`config.mk`:
```
export PLATFORM = sky130hd
export DESIGN_NAME = hdmi_px_fetch
export DESIGN_NICKNAME = d
export VERILOG_FILES = /design/src/rtl/hdmi_pkg.sv /design/src/rtl/hdmi_px_fetch_sig_delay.sv /design/src/rtl/hdmi_px_fetch.sv
export SDC_FILE = /design/constraint.sdc
export NUM_CORES = 1
export LEC_CHECK = 0
export BUFFER_PORTS_ARGS = -buffer_cell sky130_fd_sc_hd__buf_2
export CAP_MARGIN = 20
export CORE_AREA = 2 2 115 117
export CTS_CLUSTER_DIAMETER = 50
export DETAILED_ROUTE_END_ITERATION = 10
export DIE_AREA = 0 0 117 119
export PLACE_DENSITY = 0.7
export SYNTH_ARGS = -nofsm -noshare
export SYNTH_HDL_FRONTEND = slang
export SYNTH_SLANG_ARGS = --single-unit
```
`constraint.sdc`:
```
create_clock -name i_clk_px -period 4 [get_ports i_clk_px]
set_input_delay 0.2 -clock i_clk_px [delete_from_list [all_inputs] [get_ports i_clk_px]]
set_output_delay 0.2 -clock i_clk_px [all_outputs]
set_load 0.005 [all_outputs]
```
`src/rtl/hdmi_pkg.sv`:
```
// -----------------------------------------------------------------------------
// hdmi_pkg
// Shared definitions for the HDMI pixel path: 640x480 timing sizes, the
// default sync polarity, RGB width, default source image geometry, the
// bundle of per-pixel control bits that travels alongside the ROM data, and
// the ROM-word to RGB expansion helper.
// -----------------------------------------------------------------------------
package hdmi_pkg;

    // 640x480 @ 60 Hz raster
    localparam int H_ACTIVE = 640;
    localparam int V_ACTIVE = 480;
    localparam int H_TOTAL  = 800;
    localparam int V_TOTAL  = 525;

    // Sync pulses are active low in the 640x480 mode
    localparam logic SYNC_POL_DEF = 1'b0;

    localparam int RGB_W = 24;

    // Default source image: 320x240 shown with 2x2 pixel replication
    localparam int IMG_W_DEF = 320;
    localparam int IMG_H_DEF = 240;
    localparam int SCALE_DEF = 1;

    // Control bits that must stay cycle-aligned with the pixel data
    typedef struct packed {
        logic de;
        logic hs;
        logic vs;
        logic in_img;
        logic frame_pulse;
    } px_ctrl_t;

    localparam int PX_CTRL_W = $bits(px_ctrl_t);

    // Turn a ROM word into {R,G,B}: greyscale ROMs only carry a luma byte
    function automatic logic [RGB_W-1:0] expand_px(input logic [RGB_W-1:0] d,
                                                   input logic             mono);
        return mono ? {3{d[7:0]}} : d;
    endfunction

endpackage

```
`src/rtl/hdmi_px_fetch_sig_delay.sv`:
```
// -----------------------------------------------------------------------------
// sig_delay
// Fixed-length shift register with a programmable reset pattern. Every stage
// is loaded with RST_VAL on reset so the output shows idle levels until real
// data has propagated through.
//
// Ports
//   i_clk    in   1      clock
//   i_rst_n  in   1      asynchronous active-low reset
//   i_d      in   WIDTH  data in
//   o_q      out  WIDTH  data in delayed by DEPTH clocks
// -----------------------------------------------------------------------------
module sig_delay #(
    parameter int               WIDTH   = 1,
    parameter int               DEPTH   = 1,
    parameter logic [WIDTH-1:0] RST_VAL = '0
) (
    input  logic             i_clk,
    input  logic             i_rst_n,
    input  logic [WIDTH-1:0] i_d,
    output logic [WIDTH-1:0] o_q
);

    logic [DEPTH-1:0][WIDTH-1:0] r_stage;
    logic [DEPTH-1:0][WIDTH-1:0] w_shift;

    // Next value of each stage: stage 0 takes the input, others the stage before
    generate
        for (genvar gi = 0; gi < DEPTH; gi++) begin : g_stage
            if (gi == 0) begin : g_head
                assign w_shift[gi] = i_d;
            end else begin : g_body
                assign w_shift[gi] = r_stage[gi-1];
            end
        end
    endgenerate

    always_ff @(posedge i_clk or negedge i_rst_n) begin
        if (!i_rst_n) begin
            r_stage <= {DEPTH{RST_VAL}};
        end else begin
            r_stage <= w_shift;
        end
    end

    assign o_q = r_stage[DEPTH-1];

endmodule

```
`src/rtl/hdmi_px_fetch.sv`:
```
// -----------------------------------------------------------------------------
// hdmi_px_fetch
// Pixel fetch and alignment stage between the HDMI timing generator and the
// transmitter. Tracks the raw DE/HS/VS stream, produces image ROM addresses
// with 2^SCALE integer upscaling, expands ROM data to 24-bit RGB (optional
// mono replication and inversion, BORDER outside the image) and delays the
// timing so that sync, DE and pixels leave aligned, ROM_LAT+2 clocks after
// the raw timing.
//
// Ports
//   i_clk_px       in   1           pixel clock
//   i_rst_n        in   1           asynchronous active-low reset
//   i_de           in   1           raw data enable
//   i_hs           in   1           raw horizontal sync
//   i_vs           in   1           raw vertical sync
//   i_inv          in   1           invert image pixels (not the border)
//   i_px_data      in   24          ROM read data
//   o_px_addr      out  ADDR_WIDTH  ROM read address (registered)
//   o_de           out  1           aligned data enable
//   o_hsync        out  1           aligned horizontal sync
//   o_vsync        out  1           aligned vertical sync
//   o_red/green/blue out 8 each     aligned pixel data
//   o_frame_start  out  1           pulse with the first DE of a frame
// -----------------------------------------------------------------------------
module hdmi_px_fetch
    import hdmi_pkg::*;
#(
    parameter int              IMG_W      = IMG_W_DEF,
    parameter int              IMG_H      = IMG_H_DEF,
    parameter int              SCALE      = SCALE_DEF,
    parameter int              ADDR_WIDTH = 19,
    parameter int              ROM_LAT    = 2,
    parameter int              MONO       = 1,
    parameter logic            SYNC_POL   = SYNC_POL_DEF,
    parameter logic [RGB_W-1:0] BORDER    = 24'h000000
) (
    input  logic                  i_clk_px,
    input  logic                  i_rst_n,
    input  logic                  i_de,
    input  logic                  i_hs,
    input  logic                  i_vs,
    input  logic                  i_inv,
    input  logic [RGB_W-1:0]      i_px_data,
    output logic [ADDR_WIDTH-1:0] o_px_addr,
    output logic                  o_de,
    output logic                  o_hsync,
    output logic                  o_vsync,
    output logic [7:0]            o_red,
    output logic [7:0]            o_green,
    output logic [7:0]            o_blue,
    output logic                  o_frame_start
);

    localparam int CNT_W = 16;

    // Sub-pixel counters wrap at 2^SCALE-1; kept CNT_W wide so SCALE=0 works
    localparam logic [CNT_W-1:0]      SUB_MAX  = CNT_W'((1 << SCALE) - 1);
    localparam logic [CNT_W-1:0]      IMG_W_C  = CNT_W'(IMG_W);
    localparam logic [CNT_W-1:0]      IMG_H_C  = CNT_W'(IMG_H);
    localparam logic [ADDR_WIDTH-1:0] ROW_STEP = ADDR_WIDTH'(IMG_W);

    // Delay-line reset pattern: DE low, syncs inactive, no image, no pulse
    localparam logic [PX_CTRL_W-1:0] CTRL_RST = {1'b0, ~SYNC_POL, ~SYNC_POL, 2'b00};

    // ---------------------------------------------------------------------
    // Input edge detection
    // ---------------------------------------------------------------------
    logic r_de_d;
    logic r_vs_act_d;
    logic r_armed;

    logic w_vs_act;
    logic w_vs_edge;
    logic w_de_rise;
    logic w_de_fall;
    logic w_frame_pulse;

    assign w_vs_act  = (i_vs == SYNC_POL);
    assign w_vs_edge = w_vs_act & ~r_vs_act_d;
    assign w_de_rise = i_de & ~r_de_d;
    assign w_de_fall = ~i_de & r_de_d;

    // First DE rise after a VS edge (or on the same cycle as one)
    assign w_frame_pulse = w_de_rise & (r_armed | w_vs_edge);

    always_ff @(posedge i_clk_px or negedge i_rst_n) begin
        if (!i_rst_n) begin
            r_de_d     <= 1'b0;
            r_vs_act_d <= 1'b0;
            r_armed    <= 1'b0;
        end else begin
            r_de_d     <= i_de;
            r_vs_act_d <= w_vs_act;
            r_armed    <= (r_armed | w_vs_edge) & ~w_frame_pulse;
        end
    end

    // ---------------------------------------------------------------------
    // Screen (horizontal) counters
    // ---------------------------------------------------------------------
    logic [CNT_W-1:0] r_x_sub;
    logic [CNT_W-1:0] r_col;

    always_ff @(posedge i_clk_px or negedge i_rst_n) begin
        if (!i_rst_n) begin
            r_x_sub <= '0;
            r_col   <= '0;
        end else if (w_de_fall) begin
            r_x_sub <= '0;
            r_col   <= '0;
        end else if (i_de) begin
            if (r_x_sub == SUB_MAX) begin
                r_x_sub <= '0;
                r_col   <= r_col + CNT_W'(1);
            end else begin
                r_x_sub <= r_x_sub + CNT_W'(1);
            end
        end
    end

    // ---------------------------------------------------------------------
    // Line counters. row_base tracks row*IMG_W by accumulation so the address
    // path needs only an adder. A VS edge wins over a coincident DE fall.
    // ---------------------------------------------------------------------
    logic [CNT_W-1:0]      r_y_sub;
    logic [CNT_W-1:0]      r_row;
    logic [ADDR_WIDTH-1:0] r_row_base;

    always_ff @(posedge i_clk_px or negedge i_rst_n) begin
        if (!i_rst_n) begin
            r_y_sub    <= '0;
            r_row      <= '0;
            r_row_base <= '0;
        end else if (w_vs_edge) begin
            r_y_sub    <= '0;
            r_row      <= '0;
            r_row_base <= '0;
        end else if (w_de_fall) begin
            if (r_y_sub == SUB_MAX) begin
                r_y_sub <= '0;
                // Saturate once the image is exhausted: stays at IMG_H rows
                if (r_row < IMG_H_C) begin
                    r_row      <= r_row + CNT_W'(1);
                    r_row_base <= r_row_base + ROW_STEP;
                end
            end else begin
                r_y_sub <= r_y_sub + CNT_W'(1);
            end
        end
    end

    // ---------------------------------------------------------------------
    // Address register
    // ---------------------------------------------------------------------
    logic                  w_in_img;
    logic [ADDR_WIDTH-1:0] r_px_addr;

    assign w_in_img = i_de & (r_col < IMG_W_C) & (r_row < IMG_H_C);

    always_ff @(posedge i_clk_px or negedge i_rst_n) begin
        if (!i_rst_n) begin
            r_px_addr <= '0;
        end else if (w_in_img) begin
            r_px_addr <= r_row_base + ADDR_WIDTH'(r_col);
        end else begin
            r_px_addr <= '0;
        end
    end

    assign o_px_addr = r_px_addr;

    // ---------------------------------------------------------------------
    // Control delay line: covers the address register plus the ROM latency,
    // so its output lines up with the ROM data entering the output register.
    // ---------------------------------------------------------------------
    px_ctrl_t w_ctrl_in;
    px_ctrl_t w_ctrl_dly;

    always_comb begin
        w_ctrl_in             = '0;
        w_ctrl_in.de          = i_de;
        w_ctrl_in.hs          = i_hs;
        w_ctrl_in.vs          = i_vs;
        w_ctrl_in.in_img      = w_in_img;
        w_ctrl_in.frame_pulse = w_frame_pulse;
    end

    sig_delay #(
        .WIDTH   (PX_CTRL_W),
        .DEPTH   (ROM_LAT + 1),
        .RST_VAL (CTRL_RST)
    ) u_ctrl_dly (
        .i_clk   (i_clk_px),
        .i_rst_n (i_rst_n),
        .i_d     (w_ctrl_in),
        .o_q     (w_ctrl_dly)
    );

    // ---------------------------------------------------------------------
    // Output register: colour selection, inversion applies to image only
    // ---------------------------------------------------------------------
    logic [RGB_W-1:0] w_img_px;
    logic [RGB_W-1:0] w_rgb_next;

    logic [RGB_W-1:0] r_rgb;
    logic             r_de;
    logic             r_hsync;
    logic             r_vsync;
    logic             r_frame_start;

    assign w_img_px = expand_px(i_px_data, MONO != 0) ^ {RGB_W{i_inv}};

    always_comb begin
        w_rgb_next = '0;
        if (w_ctrl_dly.de) begin
            w_rgb_next = w_ctrl_dly.in_img ? w_img_px : BORDER;
        end
    end

    always_ff @(posedge i_clk_px or negedge i_rst_n) begin
        if (!i_rst_n) begin
            r_rgb         <= '0;
            r_de          <= 1'b0;
            r_hsync       <= ~SYNC_POL;
            r_vsync       <= ~SYNC_POL;
            r_frame_start <= 1'b0;
        end else begin
            r_rgb         <= w_rgb_next;
            r_de          <= w_ctrl_dly.de;
            r_hsync       <= w_ctrl_dly.hs;
            r_vsync       <= w_ctrl_dly.vs;
            r_frame_start <= w_ctrl_dly.frame_pulse;
        end
    end

    assign o_red         = r_rgb[23:16];
    assign o_green       = r_rgb[15:8];
    assign o_blue        = r_rgb[7:0];
    assign o_de          = r_de;
    assign o_hsync       = r_hsync;
    assign o_vsync       = r_vsync;
    assign o_frame_start = r_frame_start;

endmodule

```
==> results of run 1 <==
## routing by layer
layer	GRT usage	up-vias	part of all wire
met5	0	-	0
met4	0.0868	0	0.024
met3	0.0489	25	0.036
met2	0.315	115	0.49
met1	0.233	2347	0.45
li1	-	2324	-
## worst max-delay path: cells and delay by family, from the launching register on
family	cells	cell delay [ps]
AND/OR/NAND/NOR	4	1930
flip-flops	1	450
AO/OA/AOI/OAI	1	160
## layout by cell type (no fill, tap or decap), types with 4 or more instances in the layout
| master | netlist | layout |
|---|---|---|
| a211o_1 | 4 | 4 |
| a21o_1 | 6 | 6 |
| a21oi_1 | 29 | 29 |
| a31oi_1 | 12 | 12 |
| and2_1 | 12 | 12 |
| and3_1 | 14 | 14 |
| and4_1 | 8 | 8 |
| buf_2 | 2 | 59 |
| buf_4 | 16 | 5 |
| bufinv_16 | 0 | 4 |
| clkbuf_16 | 0 | 17 |
| clkinv_4 | 0 | 5 |
| dfrtp_1 | 117 | 117 |
| dfstp_2 | 8 | 8 |
| ha_1 | 18 | 18 |
| inv_1 | 13 | 13 |
| inv_6 | 0 | 4 |
| nand2_1 | 41 | 41 |
| nand3_1 | 24 | 24 |
| nand4_1 | 19 | 19 |
| nor2_1 | 63 | 63 |
| nor3_1 | 17 | 17 |
| nor4_1 | 16 | 16 |
| nor4b_1 | 4 | 4 |
| o21a_1 | 11 | 11 |
| o21ai_0 | 40 | 40 |
| o31ai_1 | 6 | 6 |
| or3_1 | 9 | 9 |
| xnor2_1 | 23 | 23 |
| xor2_1 | 17 | 17 |
## final cells by class
cell class,instances,area (um^2),area share
sequential,125,3140,0.436
multi-input combinational,443,2780,0.387
clock buffer,17,425,0.0592
timing repair buffer,67,363,0.0505
tap,176,220,0.0306
clock inverter,15,211,0.0294
inverter,13,48.8,0.00679
## registers in the layout, indices dropped and copies added, names as in the netlist, 5 cells and up
name                flops
r_rgb                   8
r_row                  16
u_ctrl_dly.r_stage      9
r_y_sub                16
r_col                  16
r_row_base             13
r_x_sub                16
o_px_addr              19
u_ctrl_dly.o_q          5
## metrics by stage
step	cells	utilization	hold slack, ps	worst slack (ps)
finish	856	0.558	35.2	1380
global route	856	0.558	38.0	1230
CTS	856	0.558	21.7	1390
detailed placement	821	0.507	306	1430
global placement	821	0.507	305	1450
floorplan	619	-	-95.6	1870
## report_power, final
part	switching (uW)	internal, uW	leakage [uW]
Combinational	213	128	0.00135
Clock	578	1050	0.000309
Sequential	56.0	1330	0.00168
Total	847	2510	0.00334
## what timing repair did
item | 4_1_cts | 5_1_grt
endpoints found under the hold margin | 54 | 0
hold buffers | 3 | 0
setup endpoints to repair | 0 | 0
## cells by family (layout without fill, tap and decap cells)
kind of cell | after synthesis | after routing
buffers and inverters | 51 | 112
and+or+nand+nor | 251 | 251
DFF | 125 | 125
other | 1 | 1
AOI/OAI and AO/OA | 133 | 133
adders and majority gates | 18 | 18
xor gates and xnor gates | 40 | 40
## worst paths after layout
| kind | to | slack, ps | cells after the start |
|---|---|---|---|
| setup / recovery | r_col[12] | 1380 | 5 |
| hold / removal | r_rgb[20] | 40 | 3 |
| setup reg to reg | r_col[12] | 1380 | 5 |
| hold reg to reg | u_ctrl_dly.o_q[4] | 350 | 0 |
| max in group asynchronous | r_rgb[21] | 2680 | 3 |
| min in group asynchronous | r_x_sub[7] | 400 | 2 |
==> results.txt, run 1 <==
Status = completed
CP max FO = 11
Initial antenna violation count = 0
Simple-gate share of the synthesized area = 0.220
Hold Crit Start = i_px_data[4]
Fin. max-slew vios = 0
P per Cell Area = 467 nW/um^2
Routed Antenna Nets = 0
Layout cells sized above 1 = 0.178
Slowest CP cell = nor4_4
Cell with the most instances after synthesis = dfrtp_1
Drt pass-1 iters = 5
Largest net degree at the start of global routing = 62
Post-DP HPWL = 8290 um
CTS tree = yes
Number of port buffers = 60
Largest family of logic cells by synthesized area = simple AND/OR/NAND/NOR gates
Diode count = 0
RSZ-0062 raised after global routing = no
Crit path required time = 4340 ps
Synth top area share = 0.472
Synth Area in XOR/XNOR = 0.0565
Hold WC Path Type = in2reg
Distinct cell type count after synthesis = 62
Boundary pin count = 77
Post-Syn Area = 6200 um^2
Adder-cell share of the synthesized area = 0.0363
Total CTS buffers = 17
TritonCTS Sinks = 125
Core Box Area = 12900 um^2
Slew @ Worst Pin = 943 ps
Final nets = 715
Gr ovfl total = 0
CP Data Arrival Time = 2960 ps
Largest cells by area after synthesis = dfrtp_1 (47%), nor2_1 (3.8%), ha_1 (3.6%)
Async SR Flop Fraction = 1.00
WS Path Type = reg2reg
YS warnings = 0
Post-route DRC violation count = 0
Min Tclk post-route = 2620 ps
Post-CTS Setup Bufs = 0
Worst-path clk slew = 60 ps
Pwr Total = 3360 uW
Post-layout instance area = 7190 um^2
Die area = 13900 um^2
Fin. Hold Viols = 0
Final setup fails = 0
H-tree Lvls = 4
Commonest cells post-synth = dfrtp_1 (117), nor2_1 (63), nand2_1 (41), o21ai_0 (40), a21oi_1 (29)
Crit. End Element = flop
Register area share after synthesis = 0.506
Final Wtd Congestion = 0.829
Peak VDD IR = 0.304 mV
Leading area contributor after synthesis = dfrtp_1
Post-Synthesis Cells = 619
Largest stage delay, worst path = 710 ps
Number of synthesized flops with an enable pin = 0
Root buf cell = clkbuf_16
Worst R2R Start = r_x_sub[7]
Max_cap viols = 0
Post-route clock skew = 6.82 ps
First-pass GRT wire length = 21100 um
DR iter-0 viols = 370
Post-synthesis mux area share = 0
Setup crit start = r_x_sub[7]
Vias = 4811
GRT Total Usage = 0.191
Critical Path Start Type = flop
Placement Cell Area = 6520 um^2
Starting Density = 0.482
Wirelength per Cell = 14.4 um
Skew-Pair Late Insertion Delay = 420 ps
Top FF cell, synth = dfrtp_1
TNS Setup = 0 ps
Clock buffer depth = 2
FF+latch count, synth = 125
Die Span Y = 119 um
Final Cycle Share = 0.656
Area Overhead vs Synth = 16.0%
Routed vias/inst = 5.62
Die width = 117 um
Complex-gate fraction of the synthesized area = 0.135
Mapped Avg Cell Area = 10.0 um^2
Site Rows = 42
Drt total wl = 12300 um
Vias in the first global route = 4636
Critical path cell sequence = or4_4 > nor4_4 > nand2_2 > or3_1 > a21oi_1
Fill cells = 1099
Lkg Pwr = 0.00334 uW
Achievable frequency = 381 MHz
Syn Nets = 667
Post_cts resized = 0
Relative slew slack = 0.365
(Power assumes the default switching activity.)
==> inputs of run 2 (changes only) <==
==> constraint.sdc (replaced) <==
create_clock -name i_clk_px -period 2.45 [get_ports i_clk_px]
set_input_delay 0.1225 -clock i_clk_px [delete_from_list [all_inputs] [get_ports i_clk_px]]
set_output_delay 0.1225 -clock i_clk_px [all_outputs]
set_load 0.005 [all_outputs]
==> results.txt, run 2 (synthesized netlist as in run 1, its figures left out) <==
Post-DP HPWL = 8710 um (+5.0%)
Post-CTS Setup Bufs = 0 (unchanged)
Gr busiest metal = met2
Core Box Area = 12900 um^2 (unchanged)
Final Cycle Share = 0.911 (+0.255)
Max reg flops = 19 (unchanged)
Combinational Power Share = 0.113 (+0.011)
Slowest CP cell = or3b_2
Lkg Pwr = 0.00345 uW (+3.5%)
Area Overhead vs Synth = 19.5%
# hold bufs at CTS = 11 (+8)
GR Util met3 = 0.0478 (-0.00102)
Wirelength per Cell = 14.4 um (+0.21%)
DR iter-0 viols = 356 (-3.8%)
R2r setup slk = 220 ps (-1160 ps)
Place WS = 217 ps (-1210 ps)
Post-route DRC violation count = 0 (unchanged)
Clock power frac = 0.472 (-0.014)
GRT Total Usage = 0.200 (+0.00897)
WS Path Type = reg2reg
Fin. Hold Viols = 0 (unchanged)
Skew-Pair Late Insertion Delay = 430 ps (about the same)
Diode count = 0 (unchanged)
Hold Crit Start = i_de
Sequential power share = 0.415 (+0.002)
Layout cells sized above 1 = 0.197 (+0.0189)
Final nets = 741 (+3.6%)
Met1 GRT Util = 0.246 (+0.0133)
Most frequent cells in the layout = dfrtp_1 (117), nor2_1 (63), buf_2 (59), nand2_1 (41), o21ai_0 (40)
Inst Count DP = 839 (+2.2%)
Worst-path clk slew = 50 ps (about the same)
Drt pass-1 iters = 5 (unchanged)
Gr ovfl total = 0 (unchanged)
Status = completed
Final Wtd Congestion = 0.815 (-1.6%)
Post_cts resized = 0 (unchanged)
Delay-heaviest family, CP = simple AND/OR/NAND/NOR gates
Final setup fails = 0 (unchanged)
Boundary pin count = 77 (unchanged)
Max_cap viols = 0 (unchanged)
H-tree Lvls = 4 (unchanged)
Worst path bufs/invs = 2 (+2)
Min Tclk post-route = 2230 ps (-392 ps)
Crit. End Element = flop
Sequential cell area = 3140 um^2 (unchanged)
P per Cell Area = 736 nW/um^2 (+58%)
Clock buffer depth = 2 (unchanged)
Slew @ Worst Pin = 880 ps (-62.8 ps)
Hold WC Path Type = in2reg
Fin. max-slew vios = 0 (unchanged)
Vias in the first global route = 4754 (+2.5%)
Post-route setup slack = 218 ps (-1160 ps)
Most common cell after layout, fill and taps aside = dfrtp_1
Initial antenna violation count = 0 (unchanged)
CP max FO = 11 (unchanged)
Root buf cell = clkbuf_16
Drt total wl = 12700 um (+3.2%)
Post-layout instance area = 7410 um^2 (+3.0%)
Fill cells = 1067 (-2.9%)
Switching fraction of total power = 0.259 (+0.00657)
Internal cell power = 4040 uW (+61%)
Area occupied by multi-input gates = 2780 um^2 (unchanged)
Vias = 4917 (+2.2%)
Die area = 13900 um^2 (unchanged)
Relative slew slack = 0.411 (+0.0455)
Routed Antenna Nets = 0 (unchanged)
First-pass GRT wire length = 21900 um (+3.7%)
Largest net degree at the start of global routing = 52 (-16%)
R2R depth = 8 (+3)
Number of port buffers = 60 (unchanged)
WHS Path Cells = 2 (-1)
Final std cells w/o fill = 882 (+3.0%)
Total CTS buffers = 17 (unchanged)
Worst reg2reg path endpoint = r_col[15]
Post-route clock skew = 7.46 ps (+0.634 ps)
Starting Density = 0.482 (unchanged)
Routed vias/inst = 5.57 (-0.81%)
TritonCTS Sinks = 125 (unchanged)
Placement Cell Area = 6680 um^2 (+2.5%)
Site Rows = 42 (unchanged)
Achievable frequency = 448 MHz (+18%)
Largest stage delay, worst path = 500 ps (-210 ps)
Crit path required time = 2790 ps (-1550 ps)
Die Span Y = 119 um (unchanged)
Worst R2R Start = r_x_sub[1]
Hold Path End = r_de_d
Grt met2 use = 0.327 (+0.0126)
Die width = 117 um (unchanged)
Psw = 1410 uW (+67%)
TNS Setup = 0 ps (unchanged)
Hold_ws = 82.8 ps (+47.5 ps)
CP Data Arrival Time = 2580 ps (-380 ps)
Peak VDD IR = 0.470 mV (+55%)
Critical path cell sequence = inv_1 > ha_1 > or3b_2 > nor4_4 > buf_4 > nand4_4 > or3_1 > a21oi_1
Critical Path Start Type = flop
RSZ-0062 raised after global routing = no
CTS tree = yes
-- run 2: cell types whose count changed in the layout (fill, tap and decap cells not counted), sizes merged --
cell         change
bufinv           -1
buf             +18
clkinv           -1
dlygate4sd3      +8
clkinvlp         +2
-- run 2: worst register-to-register path, stage by stage (launching register included) --
cell and delay, ps:
dfrtp_1 420, inv_1 70, ha_1 120, or3b_2 500
nor4_4 140, buf_4 220, nand4_4 150, or3_1 370
a21oi_1 150
-- run 2: cell type report --
cell class,instances,share of cell area
clock inverters,15,0.0253
well taps,176,0.0297
repair buffers,93,0.0814
multi-input cells,443,0.376
inverters,13,0.00659
flip-flops and latches,125,0.424
clock buffers,17,0.0574
-- run 2: power by group through the flow --
stage | combinational (uW) | sequential [uW] | clock [uW]
after floorplan | 411 | 2280 | 0
after global placement | 586 | 2290 | 0
after detailed placement | 605 | 2300 | 0
after CTS | 619 | 2260 | 2620
after global routing | 699 | 2280 | 2720
final | 617 | 2260 | 2570
-- run 2: worst max-delay path by stage --
stage / cells after the start / startpoint / slack, ps / endpoint
after floorplan: 7 / r_x_sub[8] / 320 / r_col[15]
after global placement: 8 / r_x_sub[1] / 260 / r_col[15]
after detailed placement: 8 / r_x_sub[1] / 220 / r_col[15]
after CTS: 6 / r_col[10] / 210 / o_px_addr[17]
after global routing: 5 / r_y_sub[2] / 10 / r_row_base[17]
final: 8 / r_x_sub[1] / 220 / r_col[15]
-- run 2: stage by stage --
stage,utilization,power [uW]
4_1_cts,0.575,5500
3_3_place_gp,0.519,2880
3_5_place_dp,0.519,2900
6_report,0.575,5450
5_1_grt,0.575,5700
2_1_floorplan,-,2690
-- run 2: layer usage --
| layer | share of wire | up-vias |
|---|---|---|
| met5 | 0 | - |
| met4 | 0.023 | 0 |
| met3 | 0.044 | 24 |
| met2 | 0.50 | 127 |
| met1 | 0.43 | 2393 |
| li1 | - | 2373 |
==> inputs of run 3 (changes only) <==
--- a/config.mk
+++ b/config.mk
@@ -5,12 +5,14 @@
 export SDC_FILE = /design/constraint.sdc
 export NUM_CORES = 1
 export LEC_CHECK = 0
+export ABC_AREA = 1
 export BUFFER_PORTS_ARGS = -buffer_cell sky130_fd_sc_hd__buf_2
 export CAP_MARGIN = 20
-export CORE_AREA = 2 2 115 117
+export CORE_AREA = 2 2 120 122
 export CTS_CLUSTER_DIAMETER = 50
 export DETAILED_ROUTE_END_ITERATION = 10
-export DIE_AREA = 0 0 117 119
+export DIE_AREA = 0 0 122 124
+export GPL_ROUTABILITY_DRIVEN = 1
 export PLACE_DENSITY = 0.7
 export SYNTH_ARGS = -nofsm -noshare
 export SYNTH_HDL_FRONTEND = slang
==> results.txt, run 3 <==
Status = completed
Fin. Hold Viols = 0 (unchanged)
Post_cts resized = 0 (unchanged)
Mapped Avg Cell Area = 7.61 um^2 (-24%)
GRT Total Usage = 0.211 (+0.0118)
Distinct cell type count after synthesis = 37 (-40%)
Number of port buffers = 60 (unchanged)
YS warnings = 0 (unchanged)
Drt total wl = 14600 um (+14%)
Post-DP HPWL = 10100 um (+16%)
Site Rows = 43 (+2.4%)
Wirelength per Cell = 12.6 um (-13%)
Cell with the most instances after synthesis = nand2_1
Starting Density = 0.497 (+0.0158)
CP Data Arrival Time = 2290 ps (-290 ps)
Boundary pin count = 77 (unchanged)
Most frequent cells in the layout = nand2_1 (266), dfrtp_1 (117), nor2_1 (116), inv_1 (75), nand3_1 (74)
Relative slew slack = 0.610 (+0.199)
Area occupied by multi-input gates = 3110 um^2 (+12%)
Routed Antenna Nets = 0 (unchanged)
Die Span Y = 124 um (+4.2%)
H-tree Lvls = 4 (unchanged)
Post-layout instance area = 8000 um^2 (+8.1%)
Sequential power share = 0.385 (-0.030)
Leading area contributor after synthesis = dfrtp_1
Synth top area share = 0.429 (-0.0431)
FF+latch count, synth = 125 (unchanged)
Hold WC Path Type = in2reg
CTS tree = yes
Complex-gate fraction of the synthesized area = 0.0693 (-0.0657)
Post-route clock skew = 9.49 ps (+2.03 ps)
Combinational Power Share = 0.184 (+0.071)
Lkg Pwr = 0.00401 uW (+16%)
Die width = 122 um (+4.3%)
Peak VDD IR = 0.498 mV (+6.1%)
Fin. max-slew vios = 0 (unchanged)
Simple-gate share of the synthesized area = 0.321 (+0.100)
Final nets = 1009 (+36%)
Crit. End Element = flop
TNS Setup = 0 ps (unchanged)
Final Wtd Congestion = 0.891 (+9.2%)
Placement Cell Area = 7200 um^2 (+7.7%)
Hold_ws = 137 ps (+54.1 ps)
Die area = 15100 um^2 (+8.7%)
Post-Synthesis Cells = 896 (+45%)
Switching fraction of total power = 0.290 (+0.0311)
Internal cell power = 4790 uW (+19%)
Top FF cell, synth = dfrtp_1
Final setup fails = 0 (unchanged)
Post-synthesis mux area share = 0 (unchanged)
Gr ovfl total = 0 (unchanged)
WS Path Type = reg2reg
Adder-cell share of the synthesized area = 0.0330 (-0.00332)
Root buf cell = clkbuf_16
Slew @ Worst Pin = 584 ps (-296 ps)
Number of synthesized flops with an enable pin = 0 (unchanged)
Pwr Total = 6750 uW (+24%)
Routed vias/inst = 5.04 (-9.5%)
TritonCTS Sinks = 125 (unchanged)
Area Overhead vs Synth = 17.3%
Max_cap viols = 0 (unchanged)
Vias in the first global route = 5646 (+19%)
Critical Path Start Type = flop
Total CTS buffers = 17 (unchanged)
Layout cells sized above 1 = 0.147 (-0.0501)
Largest net degree at the start of global routing = 50 (-3.8%)
Post-Syn Area = 6820 um^2 (+10%)
Post-route DRC violation count = 0 (unchanged)
Most common cell after layout, fill and taps aside = nand2_1
First-pass GRT wire length = 25200 um (+15%)
Clock power frac = 0.431 (-0.041)
Psw = 1960 uW (+39%)
Synth Area in XOR/XNOR = 0.0321 (-0.0244)
Async SR Flop Fraction = 1.00 (unchanged)
CP max FO = 6 (-5)
Diode count = 0 (unchanged)
Commonest cells post-synth = nand2_1 (266), dfrtp_1 (117), nor2_1 (116), inv_1 (75), nand3_1 (74)
Core Box Area = 13700 um^2 (+6.6%)
DR iter-0 viols = 348 (-2.2%)
Crit path required time = 2810 ps (+20 ps)
Initial antenna violation count = 0 (unchanged)
Vias = 5820 (+18%)
RSZ-0062 raised after global routing = no
Largest cells by area after synthesis = dfrtp_1 (43%), nand2_1 (15%), nor2_1 (6.4%)
Largest family of logic cells by synthesized area = simple AND/OR/NAND/NOR gates
Fin util = 0.583 (+0.00818)
Fill cells = 1202 (+13%)
Sequential cell area = 3140 um^2 (unchanged)
Final Cycle Share = 0.790 (-0.121)
Min Tclk post-route = 1930 ps (-298 ps)
Skew-Pair Late Insertion Delay = 430 ps (about the same)
Register area share after synthesis = 0.460 (-0.0462)
P per Cell Area = 843 nW/um^2 (+15%)
Achievable frequency = 517 MHz (+15%)
Worst-path clk slew = 60 ps (about the same)
Drt pass-1 iters = 5 (unchanged)
Syn Nets = 944 (+42%)
Max reg flops = 19 (unchanged)
Clock buffer depth = 2 (unchanged)
run 3: changes by cell type after synthesis, sizes merged, moves of 13 or more:
cell	change
and3	-13
clkbuf	-13
inv	+78
nand2	+226
nand3	+52
nor2	+62
nor4	-18
xnor2	-15
run 3: final timing paths:
check | startpoint | endpoint | slack (ps) | depth (start not counted)
max in group asynchronous | i_rst_n | o_vsync | 1510 | 3
min in group asynchronous | i_rst_n | r_x_sub[7] | 230 | 2
worst min register to register | u_ctrl_dly.r_stage[0] | u_ctrl_dly.r_stage[5] | 350 | 0
worst max-delay path | r_col[9] | o_px_addr[18] | 520 | 10
worst min-delay path | i_inv | r_rgb[20] | 140 | 2
worst max register to register | r_col[9] | o_px_addr[18] | 520 | 10
run 3: cells by family (layout without fill, tap and decap cells):
family,after synthesis,in the layout
adder cells (fa/ha/maj),18,18
buffers and inverters,127,205
AND/OR/NAND/NOR,514,514
flip-flops,125,125
other,1,1
XOR/XNOR,25,25
AO/OA/AOI/OAI,86,86
run 3: per-layer routing:
layer,vias up,part of all wire,global-route usage
met5,-,0,0
met4,0,0.017,0.0833
met3,18,0.034,0.0517
met2,113,0.48,0.366
met1,2705,0.46,0.254
li1,2984,-,-
run 3: stage by stage:
step	setup slack (ps)	instances
6_report	515	1154
5_1_grt	337	1154
4_1_cts	507	1154
3_5_place_dp	565	1110
3_3_place_gp	589	1110
2_1_floorplan	881	896
run 3: cell type report:
| cell class | instances | area share |
|---|---|---|
| inverter | 93 | 0.0436 |
| clock inverter | 12 | 0.0288 |
| multi-input combinational | 644 | 0.388 |
| tap | 180 | 0.0281 |
| timing repair buffer | 80 | 0.0619 |
| sequential | 125 | 0.392 |
| clock buffer | 20 | 0.0571 |
run 3: critical path: stages (launching register included):
cell and delay (ps):
dfrtp_1 460, ha_1 400, nand2_1 140, inv_1 60, a21oi_1 280, nand2_1 170, nand2_1 90, nand2_1 60
nand2_1 60, nand2_1 40, nor2_1 100
run 3: timing repair:
action	CTS	global route
buffers inserted	0	0
hold buffers	12	0
hold endpoints to repair	48	0
run 3: power by group through the flow:
stage               Combinational (uW)  Sequential (uW)  Clock, uW
detailed placement                1220             2630          0
floorplan                          926             2580          0
CTS                               1250             2600       2960
finish                            1240             2600       2910
global route                      1450             2640       3060
global placement                  1190             2620          0
